**config.mk**
```make
export PLATFORM = sky130hd
export DESIGN_NAME = seg7_scan_driver
export DESIGN_NICKNAME = d
export VERILOG_FILES = /design/src/rtl/seg7_scan_driver.sv
export SDC_FILE = /design/constraint.sdc
export NUM_CORES = 1
export LEC_CHECK = 0
export ABC_AREA = 0
export BUFFER_PORTS_ARGS = -buffer_cell sky130_fd_sc_hd__buf_2
export CAP_MARGIN = 20
export CORE_UTILIZATION = 50
export CTS_CLUSTER_DIAMETER = 40
export DETAILED_ROUTE_END_ITERATION = 8
export GPL_TIMING_DRIVEN = 0
export MAX_ROUTING_LAYER = met4
export PLACE_DENSITY = 0.71
export SLEW_MARGIN = 0
export SYNTH_ARGS = -nofsm -noshare
export SYNTH_HDL_FRONTEND = slang
export SYNTH_SLANG_ARGS = --single-unit
export TNS_END_PERCENT = 10
```
**constraint.sdc**
```tcl
create_clock -name clk -period 4.8 [get_ports clk]
set_input_delay 0.96 -clock clk [delete_from_list [all_inputs] [get_ports clk]]
set_output_delay 0.96 -clock clk [all_outputs]
set_load 0.01 [all_outputs]
```
**src/rtl/seg7_scan_driver.sv**
```systemverilog
// seg7_scan_driver
//    Time-multiplexed hex display driver for a DIGITS-wide 7-segment display.
//    System logic presents a packed hex value and per-digit decimal points and
//    strobes load; the value sits in a shadow register until the next frame
//    boundary, so a frame never shows a mix of old and new digits.
//
// Ports
//    clk         system clock, rising edge
//    rst         synchronous active-high reset
//    value       packed nibbles, nibble k is digit k (digit 0 least significant)
//    dp_in       decimal-point request per digit, captured with value
//    load        one-cycle strobe capturing value/dp_in into the shadow register
//    lz_en       level, enables leading-zero blanking
//    an          digit enables (one-hot when a digit is lit)
//    seg         segments, seg[0]=a .. seg[6]=g
//    dp          decimal point of the enabled digit
//    pending     shadow holds a load not yet displayed
//    frame_done  one-cycle pulse after each frame boundary
//
// an/seg/dp are inverted at the pins when ACTIVE_LOW=1; pending/frame_done never are.

module seg7_scan_driver #(
   parameter int DIGITS     = 4,
   parameter int CLK_DIV    = 1000,
   parameter bit ACTIVE_LOW = 1'b0
) (
   input  logic                  clk,
   input  logic                  rst,
   input  logic [4*DIGITS-1:0]   value,
   input  logic [DIGITS-1:0]     dp_in,
   input  logic                  load,
   input  logic                  lz_en,
   output logic [DIGITS-1:0]     an,
   output logic [6:0]            seg,
   output logic                  dp,
   output logic                  pending,
   output logic                  frame_done
);

   localparam int IDX_W = (DIGITS > 1) ? $clog2(DIGITS) : 1;
   localparam int PRE_W = $clog2(CLK_DIV);
   localparam logic [PRE_W-1:0] PRE_LAST = PRE_W'(CLK_DIV - 1);
   localparam logic [IDX_W-1:0] IDX_LAST = IDX_W'(DIGITS - 1);

   logic [PRE_W-1:0]     presc;
   logic [IDX_W-1:0]     idx;
   logic [4*DIGITS-1:0]  disp_val;
   logic [DIGITS-1:0]    disp_dp;
   logic [4*DIGITS-1:0]  shadow_val;
   logic [DIGITS-1:0]    shadow_dp;
   logic                 pending_r;
   logic                 frame_done_r;
   logic [DIGITS-1:0]    an_r;
   logic [6:0]           seg_r;
   logic                 dp_r;

   logic                 tick;
   logic                 boundary;
   logic [3:0]           cur_nib;
   logic                 cur_dp;
   logic                 blank;
   logic                 zero_above;
   logic [DIGITS-1:0]    an_next;
   logic [6:0]           seg_next;
   logic                 dp_next;

   // Glyph table written as the abcdefg strings; reordered so seg[0]=a.
   function automatic logic [6:0] glyph(input logic [3:0] n);
      logic [6:0] s;
      case (n)
         4'h0:    s = 7'b1111110;
         4'h1:    s = 7'b0110000;
         4'h2:    s = 7'b1101101;
         4'h3:    s = 7'b1111001;
         4'h4:    s = 7'b0110011;
         4'h5:    s = 7'b1011011;
         4'h6:    s = 7'b1011111;
         4'h7:    s = 7'b1110000;
         4'h8:    s = 7'b1111111;
         4'h9:    s = 7'b1111011;
         4'hA:    s = 7'b1110111;
         4'hB:    s = 7'b0011111;
         4'hC:    s = 7'b1001110;
         4'hD:    s = 7'b0111101;
         4'hE:    s = 7'b1001111;
         default: s = 7'b1000111;
      endcase
      return {s[0], s[1], s[2], s[3], s[4], s[5], s[6]};
   endfunction

   assign tick     = (presc == PRE_LAST);
   assign boundary = tick && (idx == IDX_LAST);

   // Walk from the top digit down so zero_above tells whether this digit and
   // every digit above it are zero; digit 0 is never blanked.
   always_comb begin
      cur_nib    = 4'h0;
      cur_dp     = 1'b0;
      blank      = 1'b0;
      zero_above = 1'b1;
      for (int k = DIGITS - 1; k >= 0; k--) begin
         zero_above = zero_above && (disp_val[4*k +: 4] == 4'h0);
         if (idx == IDX_W'(k)) begin
            cur_nib = disp_val[4*k +: 4];
            cur_dp  = disp_dp[k];
            blank   = lz_en && (k != 0) && zero_above;
         end
      end
   end

   always_comb begin
      an_next  = '0;
      seg_next = '0;
      dp_next  = 1'b0;
      if (!blank) begin
         an_next  = DIGITS'(1) << idx;
         seg_next = glyph(cur_nib);
         dp_next  = cur_dp;
      end
   end

   always_ff @(posedge clk) begin
      if (rst) begin
         presc        <= '0;
         idx          <= '0;
         disp_val     <= '0;
         disp_dp      <= '0;
         shadow_val   <= '0;
         shadow_dp    <= '0;
         pending_r    <= 1'b0;
         frame_done_r <= 1'b0;
         an_r         <= '0;
         seg_r        <= '0;
         dp_r         <= 1'b0;
      end else begin
         frame_done_r <= boundary;

         if (tick) begin
            presc <= '0;
            idx   <= (idx == IDX_LAST) ? '0 : idx + 1'b1;
         end else begin
            presc <= presc + 1'b1;
         end

         // Display takes the shadow as it stood before any same-cycle load.
         if (boundary && pending_r) begin
            disp_val <= shadow_val;
            disp_dp  <= shadow_dp;
         end

         if (load) begin
            shadow_val <= value;
            shadow_dp  <= dp_in;
            pending_r  <= 1'b1;
         end else if (boundary) begin
            pending_r  <= 1'b0;
         end

         an_r  <= an_next;
         seg_r <= seg_next;
         dp_r  <= dp_next;
      end
   end

   assign an         = an_r  ^ {DIGITS{ACTIVE_LOW}};
   assign seg        = seg_r ^ {7{ACTIVE_LOW}};
   assign dp         = dp_r  ^ ACTIVE_LOW;
   assign pending    = pending_r;
   assign frame_done = frame_done_r;

endmodule

```
==> results of run 1 <==
## logic make-up after synthesis
kind of cell    share of synthesized area
mux                               0.08484
flops                              0.4666
simple gates                       0.1989
xor+xnor                          0.02165
fa+ha+maj                         0.05745
buf+inv                           0.05390
compound gates                     0.1167
## through the flow
| stage | util | cells | area [µm²] | power [mW] | setup WS [ps] |
|---|---|---|---|---|---|
| after floorplan | - | 312 | 2831 | 0.6173 | 2394 |
| after global placement | 0.5668 | 420 | 3102 | 0.6371 | 2127 |
| after detailed placement | 0.5668 | 420 | 3102 | 0.6387 | 2060 |
| after CTS | 0.6040 | 436 | 3306 | 1.110 | 2035 |
| after global routing | 0.6040 | 436 | 3306 | 1.140 | 1789 |
| final | 0.6040 | 436 | 3306 | 1.098 | 2026 |
## sequential cells by signal, indices dropped and copies added, names as in the netlist
| signal | flops |
|---|---|
| disp_val | 16 |
| shadow_val | 16 |
| presc | 10 |
| seg | 7 |
| an | 4 |
| disp_dp | 4 |
| shadow_dp | 4 |
| idx | 2 |
| dp | 1 |
| frame_done | 1 |
| pending | 1 |
## Yosys cell counts (all sizes together)
| master | count |
|---|---|
| a21o | 1 |
| a21oi | 30 |
| a221oi | 3 |
| a22o | 1 |
| a22oi | 1 |
| a311oi | 1 |
| a32o | 2 |
| a32oi | 1 |
| a41o | 1 |
| and2 | 2 |
| and3 | 1 |
| buf | 12 |
| clkbuf | 7 |
| dfxtp | 66 |
| ha | 13 |
| inv | 10 |
| mux2i | 24 |
| nand2 | 52 |
| nand3 | 5 |
| nand3b | 4 |
| nand4 | 2 |
| nand4b | 1 |
| nand4bb | 2 |
| nor2 | 40 |
| nor3 | 7 |
| nor4 | 1 |
| nor4b | 1 |
| o21ai | 7 |
| o221a | 1 |
| o31ai | 1 |
| o41ai | 1 |
| or2 | 1 |
| or3 | 1 |
| or4 | 2 |
| xnor2 | 3 |
| xor2 | 4 |
## routing by layer
metal / vias up / global-route usage
li1: 1153 / -
met1: 1002 / 0.2272
met2: 37 / 0.3204
met3: 13 / 0.04762
met4: 0 / 0.1151
met5: - / -
## power by group through the flow
| stage | logic, mW | registers [mW] | clock network, mW |
|---|---|---|---|
| after detailed placement | 0.0547 | 0.584 | 0 |
| after global placement | 0.0534 | 0.584 | 0 |
| final | 0.0540 | 0.572 | 0.472 |
| after floorplan | 0.0333 | 0.584 | 0 |
| after global routing | 0.0610 | 0.573 | 0.506 |
| after CTS | 0.0550 | 0.572 | 0.483 |
## final timing paths
check | to | slack [ps]
max | seg[0] | 2030
min | disp_val[3] | 450
max reg2reg | seg[0] | 2030
min reg2reg | disp_val[3] | 450
## layout make-up
cell class | count | area share
clock buffers | 11 | 0.04580
flip-flops and latches | 66 | 0.3997
well taps | 72 | 0.02725
clock inverters | 5 | 0.01590
plain buffers | 19 | 0.03482
multi-input cells | 217 | 0.4107
inverters | 10 | 0.01136
repair buffers | 36 | 0.05450
## tightest hold or removal path, delay by kind of cell (launching register included)
family	cells	cell delay [ps]
and+or+nand+nor	1	50
DFF	1	310
AOI/OAI and AO/OA	1	50
==> run summary, run 1 <==
=================================================================================================
Status ............................................................................. complete, no violations
Worst hold-check slack .............................................................     449.3 ps
Area taken by flip-flops and latches ...............................................     1321 µm²
Layout overhead on the synthesized area ............................................       16.75%
Worst-case vdd ir drop .............................................................     205.6 µV
Half-perimeter wire length after placement .........................................     3.946 mm
First-iteration detailed-routing DRC count .........................................           83
Leakage power ......................................................................     1.362 nW
Worst Reg-to-Reg Cells .............................................................           11
Clock-pin transition on the worst setup and hold timing paths ......................        70 ps
Num ports ..........................................................................           38
Die ar. ............................................................................     5968 µm²
Post-CTS setup buffer count ........................................................            0
Share of the cycle needed by the critical path after routing .......................       0.5779
Post-synthesis net count ...........................................................          349
Layout Skew ........................................................................     6.030 ps
Max-cap check violation count ......................................................            0
Power dissipated by switching net loads ............................................    0.2434 mW
Placer Congestion ..................................................................       0.9156
Height of the die ..................................................................     77.25 µm
Clock tree from TritonCTS ..........................................................        built
CP max stage cell .................................................................. sky130_fd_sc_hd__dfxtp_1
Std-Cell Rows ......................................................................           27
Remaining routing DRC violations ...................................................            0
All-layer global routing usage .....................................................       0.1999
Worst hold path stage count ........................................................            2
Path type of the worst setup path ..................................................      reg2reg
Final critical delay including setup and external delays ...........................      2774 ps
Highest metal used .................................................................         met4
Final #Nets ........................................................................          396
Synthesized flop and latch total ...................................................           66
Proportion of power drawn by the clock network .....................................        0.430
Critical path buffer and inverter count ............................................            3
Clock latency on the worst-skew pair ...............................................       340 ps
Ys Warns ...........................................................................            0
Fraction of power consumed by combinational cells ..................................        0.049
ANT nets after route ...............................................................            0
First-pass iteration count of the detailed router ..................................            4
Hold/Removal Path Class ............................................................      reg2reg
Number of failing hold endpoints at the final stage ................................            0
Area of the multi-input gates ......................................................     1358 µm²
Category of the worst setup path capture point .....................................     register
Most common library cell in the layout ignoring fill and taps ...................... sky130_fd_sc_hd__dfxtp_1
Fraction of post-synthesis cell area in the top cell type by area ..................       0.4666
Starting density of the core .......................................................       0.5174
H-tree depth .......................................................................            3
Number of buffers added to fix hold violations after cts ...........................            0
Worst slew margin ..................................................................       0.6282
Detailed-routed wire length on met2 ................................................     2.516 mm
Number of vias per cell after detailed routing .....................................        5.057
Worst path max stage delay .........................................................       470 ps
Max Transition Viols Final .........................................................            0
Total Neg Setup Slack ..............................................................         0 ps
Number of distinct library cell variants in the gate-level netlist after synthesis .           46
Worst path cell trace .............................................................. inv_1, ha_1, buf_6, mux2i_1, o21ai_0, a22oi_1, inv_1, ha_1, or3_1, o21ai_0, a21o_1
Number of gates resized after CTS ..................................................            0
Routed wire length .................................................................     5.307 mm
Number of sinks on the clock net ...................................................           66
Root buffer selected by CTS ........................................................ sky130_fd_sc_hd__clkbuf_8
Leading area contributor after synthesis ........................................... sky130_fd_sc_hd__dfxtp_1
Total grt overflow .................................................................            0
Share of post-route cells with drive strength above 1 ..............................       0.2033
Clock tree buffer depth ............................................................            2
Initial antenna violation count ....................................................            0
Launching element type of the critical path ........................................     register
Highest-count cells in the layout ignoring fill and taps ........................... sky130_fd_sc_hd__dfxtp_1 (66), sky130_fd_sc_hd__nand2_1 (52), sky130_fd_sc_hd__buf_2 (41)
Main area contributors after synthesis ............................................. sky130_fd_sc_hd__dfxtp_1 (47%), sky130_fd_sc_hd__mux2i_1 (8.5%), sky130_fd_sc_hd__nand2_1 (6.9%), sky130_fd_sc_hd__ha_1 (5.7%), sky130_fd_sc_hd__nor2_1 (5.3%)
RSZ-0062 raised after global routing ...............................................        false
Input/output buffers ...............................................................           36
Total inserted antenna cells .......................................................            0
Die Width ..........................................................................     77.25 µm
Maximum fanout count along the critical path .......................................           10
Cell count after synthesis .........................................................          312
Start point of the worst hold path ................................................. shadow_val[3]
Internal Pwr Total .................................................................    0.8545 mW
Met1 Routed Length .................................................................     2.488 mm
Net switching fraction of the power ................................................       0.2217
Number of cells on the critical path ...............................................           11
Clock buffers created by TritonCTS .................................................            9
Data arrival time of the critical path .............................................      3070 ps
Power per unit of standard cell area ............................................... 332.1 nW/µm²
Number of setup violations in the final report .....................................            0
Share of the yosys chip area belonging to registers ................................       0.4666
Worst flop-to-flop path startpoint .................................................       idx[0]
Core footprint .....................................................................     5473 µm²
Maximum achievable frequency .......................................................    360.5 MHz
Met3 layer wire length in the routed design ........................................       169 µm
Maximum number of pins on one net before global-route repair .......................           12
Tightest Pin Transition ............................................................     557.8 ps
Largest delay contributor family on the critical path .............................. compound AO/OA/AOI/OAI gates
Number of vias after detailed routing ..............................................         2205
Portion of total power attributed to sequential cells ..............................        0.521
Filler Cell Count ..................................................................          531
Average cell area after synthesis ..................................................    9.075 µm²
Cell area after synthesis ..........................................................     2831 µm²
Worst setup path start .............................................................       idx[0]
Wire length per cell after detailed routing ........................................     12.17 µm
WP data required ...................................................................      5090 ps
Wire length of the first global-routing pass .......................................     8.983 mm
Vias in the first global route .....................................................         2031
=================================================================================================
Power figures use the tool's default switching activity.
==> inputs of run 2 (changes only) <==
==> constraint.sdc (replaced) <==
create_clock -name clk -period 2.7 [get_ports clk]
set_input_delay 0.54 -clock clk [delete_from_list [all_inputs] [get_ports clk]]
set_output_delay 0.54 -clock clk [all_outputs]
set_load 0.01 [all_outputs]
==> run 2 against run 1 <==
Net effect: design area up 0.64%; routed wire length increased by 0.68%; register-to-register slack got worse by 1800 ps; clock skew barely moved; global-route usage unchanged; total power rose by 78%; combinational power rose by 78%; clock-buffer cell count is the same; core utilization rose by 0.39 points; hold slack worse by 19 ps; final cell count is 0.46% higher.
==> run summary, run 2 (synthesized netlist as in run 1, its figures left out) <==
===================================================================================
Starting density of the core .........................................       0.5174   unchanged
Launching element type of the critical path ..........................     register   unchanged
Data arrival time of the critical path ...............................      2730 ps   was 3070 ps
First-pass iteration count of the detailed router ....................            4   unchanged
Worst-case vdd ir drop ...............................................     366.0 µV   was 205.6 µV
ANT nets after route .................................................            0   unchanged
Category of the worst setup path capture point .......................     register   unchanged
Power dissipated by switching net loads ..............................    0.4329 mW   was 0.2434 mW
Layout overhead on the synthesized area ..............................       17.50%   was 16.75%
Vias in the first global route .......................................         2031   unchanged
Max Transition Viols Final ...........................................            0   unchanged
Proportion of power drawn by the clock network .......................        0.430   about the same
Input/output buffers .................................................           36   unchanged
Number of vias after detailed routing ................................         2209   was 2205
Root buffer selected by CTS .......................................... sky130_fd_sc_hd__clkbuf_8   unchanged
Hold/Removal Path Class ..............................................       in2reg   was reg2reg
Num ports ............................................................           38   unchanged
CP max stage cell .................................................... sky130_fd_sc_hd__dfxtp_1   unchanged
Total grt overflow ...................................................            0   unchanged
Most common library cell in the layout ignoring fill and taps ........ sky130_fd_sc_hd__dfxtp_1   unchanged
Clock tree buffer depth ..............................................            2   unchanged
Number of failing hold endpoints at the final stage ..................            0   unchanged
Fraction of power consumed by combinational cells ....................        0.049   about the same
Highest-count cells in the layout ignoring fill and taps ............. sky130_fd_sc_hd__dfxtp_1 (65), sky130_fd_sc_hd__nand2_1 (52), sky130_fd_sc_hd__buf_2 (41)   was sky130_fd_sc_hd__dfxtp_1 (66), sky130_fd_sc_hd__nand2_1 (52), sky130_fd_sc_hd__buf_2 (41)
Maximum achievable frequency .........................................    409.8 MHz   was 360.5 MHz
Regs by FF count ..................................................... disp_val (16), shadow_val (16), presc (10)   unchanged
Path type of the worst setup path ....................................      reg2reg   unchanged
Leakage power ........................................................     1.371 nW   was 1.362 nW
Global-route met3 utilization ........................................      0.04762   unchanged
First-iteration detailed-routing DRC count ...........................           95   was 83
Height of the die ....................................................     77.25 µm   unchanged
Maximum number of pins on one net before global-route repair .........           12   unchanged
Met1 track demand over resource in global routing ....................       0.2272   unchanged
Total Neg Setup Slack ................................................         0 ps   unchanged
Critical path buffer and inverter count ..............................            3   unchanged
Portion of total power attributed to sequential cells ................        0.521   about the same
Register-to-register setup slack .....................................       260 ps   was 2030 ps
Status ............................................................... complete, no violations   unchanged
Total inserted antenna cells .........................................            0   unchanged
Tot Pwr ..............................................................     1.952 mW   was 1.098 mW
Worst path max stage delay ...........................................       440 ps   was 470 ps
Share of the cycle needed by the critical path after routing .........       0.9037   was 0.5779
Busiest layer in global routing ......................................         met2   unchanged
Core footprint .......................................................     5473 µm²   unchanged
Count of placed standard cells including taps ........................          420   unchanged
Half-perimeter wire length after placement ...........................     3.946 mm   unchanged
Std-Cell Rows ........................................................           27   unchanged
Clock latency on the worst-skew pair .................................       340 ps   about the same
Worst setup path endpoint ............................................       seg[0]   unchanged
Final critical delay including setup and external delays .............      2440 ps   was 2774 ps
Die Width ............................................................     77.25 µm   unchanged
Tightest Pin Transition ..............................................     499.6 ps   was 557.8 ps
Clock-pin transition on the worst setup and hold timing paths ........        70 ps   about the same
Worst Reg-to-Reg Cells ...............................................           11   unchanged
RSZ-0062 raised after global routing .................................        false   unchanged
Number of cells on the critical path .................................           11   unchanged
WP data required .....................................................      2990 ps   was 5090 ps
H-tree depth .........................................................            3   unchanged
Share of post-route cells with drive strength above 1 ................       0.2131   was 0.2033
Largest delay contributor family on the critical path ................ simple AND/OR/NAND/NOR gates   was compound AO/OA/AOI/OAI gates
Worst flop-to-flop path startpoint ...................................       idx[1]   was idx[0]
Wire length per cell after detailed routing ..........................     12.20 µm   was 12.17 µm
All-layer global routing usage .......................................       0.1999   unchanged
Worst path cell trace ................................................ inv_1, ha_1, buf_4, nor3_1, nor2_1, a22oi_2, inv_1, ha_1, or3_1, o21ai_0, a21o_1   was inv_1, ha_1, buf_6, mux2i_1, o21ai_0, a22oi_1, inv_1, ha_1, or3_1, o21ai_0, a21o_1
Net switching fraction of the power ..................................       0.2218   was 0.2217
Remaining routing DRC violations .....................................            0   unchanged
Number of vias per cell after detailed routing .......................        5.043   was 5.057
Wire length of the first global-routing pass .........................     8.983 mm   unchanged
Routing usage on met2 ................................................       0.3204   unchanged
Max-cap check violation count ........................................            0   unchanged
Final #Nets ..........................................................          398   was 396
R2R Path End .........................................................       seg[0]   unchanged
Layout Skew ..........................................................     6.165 ps   was 6.030 ps
Clock tree from TritonCTS ............................................        built   unchanged
Initial antenna violation count ......................................            0   unchanged
Count of placed standard cells in the final layout, fillers left out .          438   was 436
Die ar. ..............................................................     5968 µm²   unchanged
Maximum fanout count along the critical path .........................           10   unchanged
Internal Pwr Total ...................................................     1.519 mW   was 0.8545 mW
Routed wire length ...................................................     5.343 mm   was 5.307 mm
Worst setup path start ...............................................       idx[1]   was idx[0]
Clock buffers created by TritonCTS ...................................            9   unchanged
Worst slew margin ....................................................       0.6670   was 0.6282
Placer Congestion ....................................................       0.9156   unchanged
Number of sinks on the clock net .....................................           66   unchanged
Power per unit of standard cell area ................................. 586.7 nW/µm²   was 332.1 nW/µm²
Number of setup violations in the final report .......................            0   unchanged
===================================================================================
[run 2: worst min-delay path by stage]
| stage | depth (start not counted) | start | slack (ps) | endpoint |
|---|---|---|---|---|
| after global routing | 3 | value[12] | 430 | shadow_val[12] |
| after CTS | 3 | value[12] | 420 | shadow_val[12] |
| final | 3 | value[12] | 430 | shadow_val[12] |
| after global placement | 1 | presc[0] | 430 | presc[0] |
| after detailed placement | 1 | presc[0] | 440 | presc[0] |
| after floorplan | 1 | presc[0] | 420 | presc[0] |
[run 2: area by class of cell]
class                           count  area [µm²]
Fill cell                         525        2146
Multi-Input combinational cell    217        1363
Sequential cell                    66        1323
Timing Repair Buffer               38       195.2
Clock buffer                       11       151.4
Buffer                             19       115.1
Tap cell                           72       90.09
Clock inverter                      5       52.55
Inverter                           10       37.54
[run 2: repair_timing]
item	CTS	global route
setup buffers	0	2
resized for setup	1	1
pin swaps	0	1
setup endpoints to repair	2	3
hold buffers	0	0
[run 2: stage by stage]
stage	setup WS [ps]	area, µm²	utilization	hold slack (ps)
after CTS	101.6	3311	0.6049	420.7
after global placement	26.72	3102	0.5668	430.3
final	259.9	3327	0.6079	430.4
after global routing	68.43	3327	0.6079	430.5
after detailed placement	-39.90	3102	0.5668	440.8
after floorplan	294.3	2831	-	417.6
[run 2: routing by layer]
layer / vias up / wire length (µm)
met3: 11 / 182
met4: 0 / 125
met5: - / 0
met1: 1001 / 2516
li1: 1156 / -
met2: 41 / 2519
[run 2: power by group through the flow]
stage	Sequential, mW	Combinational, mW	Clock (mW)
after CTS	1.02	0.0977	0.859
after global routing	1.02	0.108	0.899
after global placement	1.04	0.0950	0
after detailed placement	1.04	0.0972	0
final	1.02	0.0960	0.840
after floorplan	1.04	0.0592	0
[run 2: worst reg2reg max path, delay by kind of cell, from the launching register on]
family | cells | cell delay (ps)
AO/OA/AOI/OAI | 3 | 430
flip-flops | 1 | 440
buffers and inverters | 3 | 440
adder cells (fa/ha/maj) | 2 | 510
AND/OR/NAND/NOR | 3 | 590
